File: src/rtl/scaler_stream_framer_pkg.sv
`default_nettype none
// ============================================================================
// scaler_stream_framer_pkg : framer state encoding and FIFO entry layout
// Rev 1.0
// ============================================================================
package scaler_stream_framer_pkg;

    typedef enum logic [1:0] {
        ST_IDLE  = 2'd0,
        ST_RUN   = 2'd1,
        ST_DRAIN = 2'd2
    } framer_state_t;

    // Entry layout is {sof, eol, pixel}; offsets are counted down from the entry MSB.
    localparam int SOF_FROM_TOP = 1;
    localparam int EOL_FROM_TOP = 2;

    function automatic int entry_width(input int data_width, input int channels);
        return data_width * channels + 2;
    endfunction

endpackage
`default_nettype wire

File: src/rtl/scaler_sync_fifo.sv
`default_nettype none
// ============================================================================
// scaler_sync_fifo : single-clock first-word-fall-through FIFO with sync flush
// Rev 1.0
// ============================================================================
module scaler_sync_fifo #(
    parameter int WIDTH      = 26,
    parameter int ADDR_WIDTH = 4
) (
    input  logic                  clk,
    input  logic                  rst_n,
    input  logic                  flush,
    input  logic                  push,
    input  logic [WIDTH-1:0]      push_data,
    input  logic                  pop,
    output logic [WIDTH-1:0]      pop_data,
    output logic [ADDR_WIDTH:0]   level,
    output logic                  full,
    output logic                  empty
);

    localparam int DEPTH = 2 ** ADDR_WIDTH;
    localparam logic [ADDR_WIDTH:0]   LEVEL_FULL = DEPTH[ADDR_WIDTH:0];
    localparam logic [ADDR_WIDTH:0]   LEVEL_ONE  = 1;
    localparam logic [ADDR_WIDTH-1:0] PTR_ONE    = 1;

    logic [WIDTH-1:0]      mem [DEPTH];
    logic [ADDR_WIDTH-1:0] wr_ptr;
    logic [ADDR_WIDTH-1:0] rd_ptr;
    logic                  do_push;
    logic                  do_pop;

    assign full     = (level == LEVEL_FULL);
    assign empty    = (level == '0);
    assign do_pop   = pop && !empty;
    assign do_push  = push && (!full || do_pop);
    assign pop_data = mem[rd_ptr];

    always_ff @(posedge clk) begin
        if (do_push && !flush) begin
            mem[wr_ptr] <= push_data;
        end
    end

    always_ff @(posedge clk or negedge rst_n) begin
        if (!rst_n) begin
            wr_ptr <= '0;
            rd_ptr <= '0;
            level  <= '0;
        end else if (flush) begin
            wr_ptr <= '0;
            rd_ptr <= '0;
            level  <= '0;
        end else begin
            if (do_push) wr_ptr <= wr_ptr + PTR_ONE;
            if (do_pop)  rd_ptr <= rd_ptr + PTR_ONE;
            case ({do_push, do_pop})
                2'b10:   level <= level + LEVEL_ONE;
                2'b01:   level <= level - LEVEL_ONE;
                default: level <= level;
            endcase
        end
    end

endmodule
`default_nettype wire

File: src/rtl/scaler_stream_framer.sv
`default_nettype none
// ============================================================================
// scaler_stream_framer : tags scaler pixels with SOF/EOL and buffers them
//                        behind a valid/ready stream
// Rev 1.0
// ============================================================================
module scaler_stream_framer
    import scaler_stream_framer_pkg::*;
#(
    parameter int DATA_WIDTH         = 8,
    parameter int CHANNELS           = 3,
    parameter int OUTPUT_X_RES_WIDTH = 11,
    parameter int OUTPUT_Y_RES_WIDTH = 11,
    parameter int FIFO_ADDR_WIDTH    = 4
) (
    input  logic                           clk_fast,
    input  logic                           rst_n,
    input  logic                           frameStart,
    input  logic [OUTPUT_X_RES_WIDTH-1:0]  outputXRes,
    input  logic [OUTPUT_Y_RES_WIDTH-1:0]  outputYRes,
    input  logic [DATA_WIDTH*CHANNELS-1:0] dIn,
    input  logic                           dInValid,
    output logic [DATA_WIDTH*CHANNELS-1:0] mOutData,
    output logic                           mOutSof,
    output logic                           mOutEol,
    output logic                           mOutValid,
    input  logic                           mOutReady,
    output logic                           frameDone,
    output logic                           overflow,
    output logic                           extraPixel,
    output logic [FIFO_ADDR_WIDTH:0]       fifoLevel
);

    localparam int PIX_W   = DATA_WIDTH * CHANNELS;
    localparam int ENTRY_W = entry_width(DATA_WIDTH, CHANNELS);
    localparam int SOF_BIT = ENTRY_W - SOF_FROM_TOP;
    localparam int EOL_BIT = ENTRY_W - EOL_FROM_TOP;
    localparam logic [OUTPUT_X_RES_WIDTH-1:0] COL_ONE   = 1;
    localparam logic [OUTPUT_Y_RES_WIDTH-1:0] LINE_ONE  = 1;
    localparam logic [FIFO_ADDR_WIDTH:0]      LEVEL_ONE = 1;

    framer_state_t                 state;
    logic [OUTPUT_X_RES_WIDTH-1:0] col;
    logic [OUTPUT_Y_RES_WIDTH-1:0] line;
    logic                          last_pending;

    logic               accept;
    logic               is_sof;
    logic               is_eol;
    logic               is_last;
    logic               pop;
    logic               push;
    logic               final_pop;
    logic               fifo_full;
    logic               fifo_empty;
    logic [ENTRY_W-1:0] head;

    assign accept    = (state == ST_RUN) && dInValid && !frameStart;
    assign is_sof    = (col == '0) && (line == '0);
    assign is_eol    = (col == outputXRes);
    assign is_last   = is_eol && (line == outputYRes);
    assign mOutValid = !fifo_empty;
    assign pop       = mOutValid && mOutReady;
    assign push      = accept && (!fifo_full || pop);
    // The handshake that empties the FIFO is the final pop of a frame once in DRAIN.
    assign final_pop = pop && (fifoLevel == LEVEL_ONE);

    assign mOutData = mOutValid ? head[PIX_W-1:0] : '0;
    assign mOutSof  = mOutValid && head[SOF_BIT];
    assign mOutEol  = mOutValid && head[EOL_BIT];

    scaler_sync_fifo #(
        .WIDTH      (ENTRY_W),
        .ADDR_WIDTH (FIFO_ADDR_WIDTH)
    ) u_fifo (
        .clk       (clk_fast),
        .rst_n     (rst_n),
        .flush     (frameStart),
        .push      (push),
        .push_data ({is_sof, is_eol, dIn}),
        .pop       (pop),
        .pop_data  (head),
        .level     (fifoLevel),
        .full      (fifo_full),
        .empty     (fifo_empty)
    );

    always_ff @(posedge clk_fast or negedge rst_n) begin
        if (!rst_n) begin
            state        <= ST_IDLE;
            col          <= '0;
            line         <= '0;
            last_pending <= 1'b0;
            frameDone    <= 1'b0;
            overflow     <= 1'b0;
            extraPixel   <= 1'b0;
        end else if (frameStart) begin
            state        <= ST_RUN;
            col          <= '0;
            line         <= '0;
            last_pending <= 1'b0;
            frameDone    <= 1'b0;
            overflow     <= 1'b0;
            extraPixel   <= 1'b0;
        end else begin
            frameDone <= final_pop && last_pending;
            if (final_pop) last_pending <= 1'b0;
            case (state)
                ST_RUN: begin
                    // Counters advance on dropped pixels too, keeping geometry locked to the scaler.
                    if (dInValid) begin
                        if (!push) overflow <= 1'b1;
                        if (is_last) begin
                            state        <= ST_DRAIN;
                            col          <= '0;
                            line         <= '0;
                            last_pending <= push;
                        end else if (is_eol) begin
                            col  <= '0;
                            line <= line + LINE_ONE;
                        end else begin
                            col <= col + COL_ONE;
                        end
                    end
                end
                ST_DRAIN: begin
                    if (dInValid) extraPixel <= 1'b1;
                    if (final_pop || fifo_empty) state <= ST_IDLE;
                end
                default: ;
            endcase
        end
    end

endmodule
`default_nettype wire

File: config.mk
export PLATFORM = sky130hd
export DESIGN_NAME = scaler_stream_framer
export DESIGN_NICKNAME = d
export VERILOG_FILES = /design/src/rtl/scaler_stream_framer_pkg.sv /design/src/rtl/scaler_sync_fifo.sv /design/src/rtl/scaler_stream_framer.sv
export SDC_FILE = /design/constraint.sdc
export NUM_CORES = 1
export LEC_CHECK = 0
export ABC_CLOCK_PERIOD_IN_PS = 4500
export BUFFER_PORTS_ARGS = -buffer_cell sky130_fd_sc_hd__buf_2
export CORE_MARGIN = 1
export CORE_UTILIZATION = 44
export CTS_CLUSTER_SIZE = 28
export DETAILED_ROUTE_END_ITERATION = 12
export PLACE_DENSITY = 0.7
export SLEW_MARGIN = 40
export SYNTH_ARGS = -nofsm -noshare
export SYNTH_HDL_FRONTEND = slang
export SYNTH_SLANG_ARGS = --single-unit
export TNS_END_PERCENT = 1
File: constraint.sdc
create_clock -name clk_fast -period 4.5 [get_ports clk_fast]
set_input_delay 1.35 -clock clk_fast [delete_from_list [all_inputs] [get_ports clk_fast]]
set_output_delay 1.35 -clock clk_fast [all_outputs]
set_load 0.02 [all_outputs]
==> metrics.md, run 1 <==
| Metric | Value |
|---|---|
| Via count of the routed design | `9308` |
| DIE HEIGHT | `208 um` |
| Worst-skew pair later-pin latency | `0.56 ns` |
| R2R depth | `7` |
| Maximum ir drop on the vdd rail | `0.000329 V` |
| Final-report hold violation count | `0` |
| Maximum achievable frequency | `0.235 GHz` |
| Seq/Total Area, Yosys | `72.7%` |
| Pwr/cell area | `507 nW/um^2` |
| Total global routing track utilization | `19.0%` |
| Sum of routed wire length over all layers | `39.6 mm` |
| Largest fanout on the critical path | `34` |
| I/O Pins | `86` |
| Depth of the CTS H-tree | `2` |
| First-pass iteration count of the detailed router | `5` |
| Largest net degree at the start of global routing | `42` |
| Element type at the critical path end | `primary output` |
| CTS Root Buffer Type | `sky130_fd_sc_hd__clkbuf_16` |
| Core area | `41300 um^2` |
| Most frequent standard cell in the layout excluding fill and tap cells | `sky130_fd_sc_hd__edfxtp_1` |
| GRT Residual Overflow | `0` |
| Proportion of layout cells with a drive suffix above 1 | `30.7%` |
| Slew HR | `57.4%` |
| Resized Gates After CTS | `0` |
| Antenna Diode Count | `0` |
| Sum Neg Setup Slack | `0 ns` |
| Mean cell area of the mapped netlist | `19.8 um^2` |
| DRC violations left | `0` |
| Starting DRT DRC Count | `809` |
| Maximum root-to-sink buffer count | `3` |
| Post-layout nets | `1115` |
| Synthesized instance count | `937` |
| Share of the cycle needed by the critical path after routing | `94.5%` |
| Via count of the first global-routing pass | `9665` |
| Clock tree from TritonCTS | `built` |
| Half-perimeter wire length after placement | `21.7 mm` |
| Wire per inst | `24.5 um` |
| Shortest period the worst path allows | `4.25 ns` |
| Post-synthesis to final-layout area growth | `15.0%` |
| Netlist Area Pre-Place | `18600 um^2` |
| Worst Setup SP | `u_fifo.rd_ptr[0]` |
| Primary FF master, synth | `sky130_fd_sc_hd__edfxtp_1` |
| Initial antenna violation count | `2` |
| Clock net sink count | `457` |
| R2R Path Start | `u_fifo.level[1]` |
| Category of the most critical setup path | `register to primary output` |
| Synth Net Count | `1001` |
| Synth warn | `0` |
| Wire length of the first global-routing pass | `60.8 mm` |
| Max-slew violation count | `0` |
| Worst hold start | `line[10]` |
| Commonest cells after routing, fill and taps aside | `sky130_fd_sc_hd__edfxtp_1 (416), sky130_fd_sc_hd__mux4_2 (130), sky130_fd_sc_hd__buf_2 (84)` |
| Layout Skew | `0.0122 ns` |
| Instance count along the most critical hold path | `1` |
| Run status | `completed` |
| Quantity of I/O buffers inserted on ports | `85` |
| Via-to-Cell Ratio | `5.75` |
| Die Width | `208 um` |
| Number of placement rows | `74` |
| Type of the most critical hold path | `register to register` |
| # Max-Cap Violations | `0` |
| Async SR Flop Fraction | `8.97%` |
| Count of different cell masters after synthesis | `49` |
| Data required time at the worst endpoint | `3.15 ns` |
| Number of synthesized register bits | `457` |
| Unrepaired setup endpoints after global routing | `false` |
| Kind of launch point of the worst setup path | `register` |
| Initial standard-cell utilization of the core | `45.0%` |
| Final weighted congestion in routability-driven placement | `0.806` |
| Least-Margin Pin Slew | `0.634 ns` |
| Number of routed nets with antenna violations | `0` |
| Clock slew seen by the registers of the worst setup and hold paths | `0.06 ns` |
| Number of enable-type register cells in the synthesized netlist | `416` |
| Number of post-CTS setup repair buffers | `0` |
| Total die area | `43100 um^2` |
| Total power after layout | `10.8 mW` |
| Number of CTS-inserted buffers | `46` |
| Filler cell count in the final layout | `3245` |
| Data arrival time of the critical path | `2.90 ns` |
| Final number of setup-violating endpoints | `0` |
| Leakage power summed over all cells | `7.01 nW` |
| Count of hold buffers inserted by post-cts repair | `0` |
## path summary, 6_finish.rpt
check                      slack, ns               end
max                             0.25           mOutEol
min                             0.55          line[10]
max reg2reg                     1.50  u_fifo.mem[4][8]
min reg2reg                     0.55          line[10]
max in group asynchronous       3.28  u_fifo.rd_ptr[0]
min in group asynchronous       0.79           line[5]
## cell usage after synthesis (8+ instances only)
library cell	count	area [um^2]
sky130_fd_sc_hd__nand3_1	17	85.1
sky130_fd_sc_hd__mux4_2	130	2930
sky130_fd_sc_hd__edfxtp_1	416	12500
sky130_fd_sc_hd__a31oi_1	10	62.6
sky130_fd_sc_hd__nand4_1	10	62.6
sky130_fd_sc_hd__buf_2	8	40.0
sky130_fd_sc_hd__a21oi_1	11	55.1
sky130_fd_sc_hd__buf_1	9	33.8
sky130_fd_sc_hd__inv_1	18	67.6
sky130_fd_sc_hd__ha_1	13	163
sky130_fd_sc_hd__and2_1	43	269
sky130_fd_sc_hd__clkbuf_1	32	120
sky130_fd_sc_hd__nor2b_1	11	68.8
sky130_fd_sc_hd__dfrtp_1	41	1030
sky130_fd_sc_hd__a22oi_1	8	60.1
sky130_fd_sc_hd__nand2_1	24	90.1
sky130_fd_sc_hd__nor2_1	25	93.8
sky130_fd_sc_hd__xor2_1	28	245
## cell type report
| cell class | instances | area, um^2 | share of cell area, % |
|---|---|---|---|
| clock inverters | 21 | 205 | 0.960 |
| clock buffers | 62 | 1230 | 5.76 |
| well taps | 532 | 666 | 3.11 |
| repair buffers | 117 | 831 | 3.89 |
| flip-flops and latches | 457 | 13500 | 63.3 |
| multi-input cells | 411 | 4850 | 22.7 |
| inverters | 18 | 67.6 | 0.316 |
## state kept, by name, indices dropped and copies added (netlist names)
register / cells
u_fifo.rd_ptr: 4
frameDone: 1
u_fifo.mem: 416
last_pending: 1
state: 2
u_fifo.wr_ptr: 4
overflow: 1
extraPixel: 1
u_fifo.level: 5
line: 11
col: 11
## per-stage QoR
| step | worst slack (ns) | area, um^2 | util (%) | hold WS [ns] | std cells |
|---|---|---|---|---|---|
| floorplan | 0.841 | 18600 | - | 0.492 | 937 |
| global placement | 0.800 | 19900 | 48.3 | 0.531 | 1535 |
| detailed placement | 0.794 | 19900 | 48.3 | 0.523 | 1535 |
| CTS | 0.183 | 21400 | 51.8 | 0.538 | 1618 |
| global route | 0.113 | 21400 | 51.8 | 0.562 | 1618 |
| finish | 0.249 | 21400 | 51.8 | 0.549 | 1618 |
## per-layer routing
metal / vias to the layer above / track usage, % / wire [um]
met3: 51 / 2.97 / 2350
met4: 2 / 5.33 / 742
met5: - / 0 / 10
li1: 4055 / - / -
met1: 4911 / 26.2 / 16600
met2: 289 / 31.6 / 19900
## cell families after synthesis
kind of cell,Yosys count,share of synthesized area (%)
AO/OA/AOI/OAI,55,1.97
multiplexers,131,15.8
adder cells (fa/ha/maj),14,0.929
buffers and inverters,69,1.51
XOR/XNOR,33,1.55
flip-flops,457,72.7
AND/OR/NAND/NOR,178,5.53
## power breakdown
part	total, mW	internal [mW]	leakage (nW)	switching, mW
Combinational	2.32	1.13	2.00	1.19
Clock	3.69	2.15	0.700	1.54
Sequential	4.83	4.71	4.31	0.118
Total	10.8	7.99	7.01	2.85
## critical path, cell delays in order, from the launching register on
cell,delay [ns]
sky130_fd_sc_hd__dfrtp_4,0.62
sky130_fd_sc_hd__buf_12,0.32
sky130_fd_sc_hd__mux4_2,0.55
sky130_fd_sc_hd__mux4_2,0.51
sky130_fd_sc_hd__and2_1,0.17
sky130_fd_sc_hd__buf_2,0.17
Power figures use the tool's default switching activity.
==> run 2, diff against run 1 <==
--- a/config.mk
+++ b/config.mk
@@ -5,7 +5,7 @@
 export SDC_FILE = /design/constraint.sdc
 export NUM_CORES = 1
 export LEC_CHECK = 0
-export ABC_CLOCK_PERIOD_IN_PS = 4500
+export ABC_CLOCK_PERIOD_IN_PS = 4800
 export BUFFER_PORTS_ARGS = -buffer_cell sky130_fd_sc_hd__buf_2
 export CORE_MARGIN = 1
 export CORE_UTILIZATION = 44
==> constraint.sdc (replaced) <==
create_clock -name clk_fast -period 4.8 [get_ports clk_fast]
set_input_delay 1.44 -clock clk_fast [delete_from_list [all_inputs] [get_ports clk_fast]]
set_output_delay 1.44 -clock clk_fast [all_outputs]
set_load 0.02 [all_outputs]
==> metrics.md, run 2 (synthesis gave the netlist of run 1 again) <==
| Metric | Value |
|---|---|
| Final-report hold violation count | `0 (unchanged)` |
| Number of placement rows | `74 (unchanged)` |
| Post-layout nets | `1100 (-1.3%)` |
| Unrepaired setup endpoints after global routing | `false` |
| Least-Margin Pin Slew | `0.684 ns (+0.0504 ns)` |
| Element type at the critical path end | `primary output` |
| Filler cell count in the final layout | `3243 (-0.062%)` |
| Maximum achievable frequency | `0.228 GHz` |
| Number of CTS-inserted buffers | `47 (+2.2%)` |
| Starting DRT DRC Count | `814 (+0.62%)` |
| Layout Skew | `0.0155 ns (+0.00324 ns)` |
| Sum Neg Setup Slack | `0 ns (unchanged)` |
| Max-slew violation count | `0 (unchanged)` |
| GRT Residual Overflow | `0 (unchanged)` |
| Quantity of I/O buffers inserted on ports | `85 (unchanged)` |
| Half-perimeter wire length after placement | `20.7 mm (-4.5%)` |
| Commonest cells after routing, fill and taps aside | `sky130_fd_sc_hd__edfxtp_1 (416), sky130_fd_sc_hd__mux4_2 (130), sky130_fd_sc_hd__buf_2 (85)` |
| Final number of setup-violating endpoints | `0 (unchanged)` |
| Count of hold buffers inserted by post-cts repair | `0 (unchanged)` |
| Data required time at the worst endpoint | `3.36 ns (+0.21 ns)` |
| Final core area utilization | `51.3% (-0.48 points)` |
| Largest net degree at the start of global routing | `45 (+7.1%)` |
| Final instance count without filler cells | `1596 (-1.4%)` |
| Proportion of layout cells with a drive suffix above 1 | `29.8% (-0.91 points)` |
| Initial standard-cell utilization of the core | `45.0% (unchanged)` |
| Number of cells in the design after placement | `1519 (-1.0%)` |
| Via-to-Cell Ratio | `5.81 (+0.96%)` |
| Via count of the first global-routing pass | `9351 (-3.2%)` |
| Final weighted congestion in routability-driven placement | `0.808 (+0.32%)` |
| Final Worst Setup Slack | `0.409 ns (+0.160 ns)` |
| Largest fanout on the critical path | `39 (+15%)` |
| I/O Pins | `86 (unchanged)` |
| Register ranked first by flip-flop count | `u_fifo.mem` |
| Number of routed nets with antenna violations | `0 (unchanged)` |
| Resized Gates After CTS | `0 (unchanged)` |
| Pwr/cell area | `478 nW/um^2 (-5.8%)` |
| Post-synthesis to final-layout area growth | `13.9%` |
| Most frequent standard cell in the layout excluding fill and tap cells | `sky130_fd_sc_hd__edfxtp_1` |
| Core area | `41300 um^2 (unchanged)` |
| Wire length of the first global-routing pass | `59.0 mm (-3.0%)` |
| Share of the cycle needed by the critical path after routing | `91.5%` |
| Die Width | `208 um (unchanged)` |
| Maximum ir drop on the vdd rail | `0.000270 V (-18%)` |
| Sum of routed wire length over all layers | `38.7 mm (-2.3%)` |
| DIE HEIGHT | `208 um (unchanged)` |
| Total global routing track utilization | `18.3% (-0.70 points)` |
| Leakage power summed over all cells | `6.90 nW (-1.6%)` |
| Clock net sink count | `457 (unchanged)` |
| Worst-skew pair later-pin latency | `0.55 ns (about the same)` |
| Depth of the CTS H-tree | `2 (unchanged)` |
| Total die area | `43100 um^2 (unchanged)` |
| CTS Root Buffer Type | `sky130_fd_sc_hd__clkbuf_16` |
| Data arrival time of the critical path | `2.95 ns (+0.05 ns)` |
| Clock tree from TritonCTS | `built` |
| Run status | `completed` |
| Slew HR | `53.8% (-3.6 points)` |
| Wire per inst | `24.2 um (-0.93%)` |
| Leading registers by flop count | `u_fifo.mem: 416 flops, col: 11 flops, line: 11 flops` |
| Via count of the routed design | `9270 (-0.41%)` |
| First-pass iteration count of the detailed router | `5 (unchanged)` |
| Number of post-CTS setup repair buffers | `0 (unchanged)` |
| Maximum root-to-sink buffer count | `3 (unchanged)` |
| Shortest period the worst path allows | `4.39 ns` |
| Clock slew seen by the registers of the worst setup and hold paths | `0.06 ns (about the same)` |
| Kind of launch point of the worst setup path | `register` |
| Category of the most critical setup path | `register to primary output` |
| Initial antenna violation count | `1 (-1)` |
| Flip-flop count of the largest register, all copies and words added | `416 (unchanged)` |
| # Max-Cap Violations | `0 (unchanged)` |
| Type of the most critical hold path | `register to register` |
| DRC violations left | `0 (unchanged)` |
| Dpl ws | `0.944 ns (+0.150 ns)` |
| Total power after layout | `10.1 mW (-6.6%)` |
run 2: cell types whose count changed in the layout (fill, tap and decap cells not counted), sizes merged:
cell,previous run,this run
diode,0,2
buf,117,101
inv,19,20
clkinvlp,0,1
clkinv,16,7
clkbuf,62,61
run 2: layout make-up:
class | count | area [um^2] | share of cell area, %
antenna | 2 | 5.00 | 0.0236
clock buffer | 61 | 1230 | 5.80
clock inverter | 14 | 188 | 0.886
inverter | 18 | 67.6 | 0.319
multi-input combinational | 411 | 4860 | 22.9
sequential | 457 | 13500 | 63.9
tap | 532 | 666 | 3.14
timing repair buffer | 101 | 641 | 3.02
run 2: worst paths after layout:
kind | startpoint | endpoint | slack (ns) | depth (start not counted)
max in group asynchronous | rst_n | u_fifo.wr_ptr[0] | 3.29 | 2
setup reg to reg | u_fifo.level[0] | u_fifo.mem[15][19] | 1.65 | 8
setup / recovery | u_fifo.rd_ptr[0] | mOutData[4] | 0.41 | 5
min in group asynchronous | rst_n | line[10] | 0.81 | 1
hold reg to reg | line[10] | line[10] | 0.53 | 1
hold / removal | line[10] | line[10] | 0.53 | 1
run 2: report_power, final:
group / internal, mW / switching [mW] / total (mW)
combinational: 1.05 / 1.11 / 2.15
clock: 2.01 / 1.42 / 3.43
sequential: 4.42 / 0.117 / 4.53
run 2: worst max-delay path, stage by stage (launching register included):
cell                      delay, ns
sky130_fd_sc_hd__dfrtp_4       0.64
sky130_fd_sc_hd__buf_12        0.34
sky130_fd_sc_hd__mux4_2        0.56
sky130_fd_sc_hd__mux4_2        0.48
sky130_fd_sc_hd__and2_1        0.20
sky130_fd_sc_hd__buf_2         0.16
run 2: stage by stage:
stage	cell area (um^2)	hold WS, ns
detailed placement	19800	0.513
global route	21200	0.578
global placement	19700	0.528
finish	21200	0.532
CTS	21200	0.535
floorplan	18600	0.492
run 2: routing by layer:
metal  share of wire (%)  vias to the layer above  GRT usage (%)
li1                    -                     4003              -
met3                 5.8                       51           3.04
met1                  44                     4923           26.2
met4                 1.7                        0           4.61
met2                  49                      293           29.4
met5                   0                        -              0
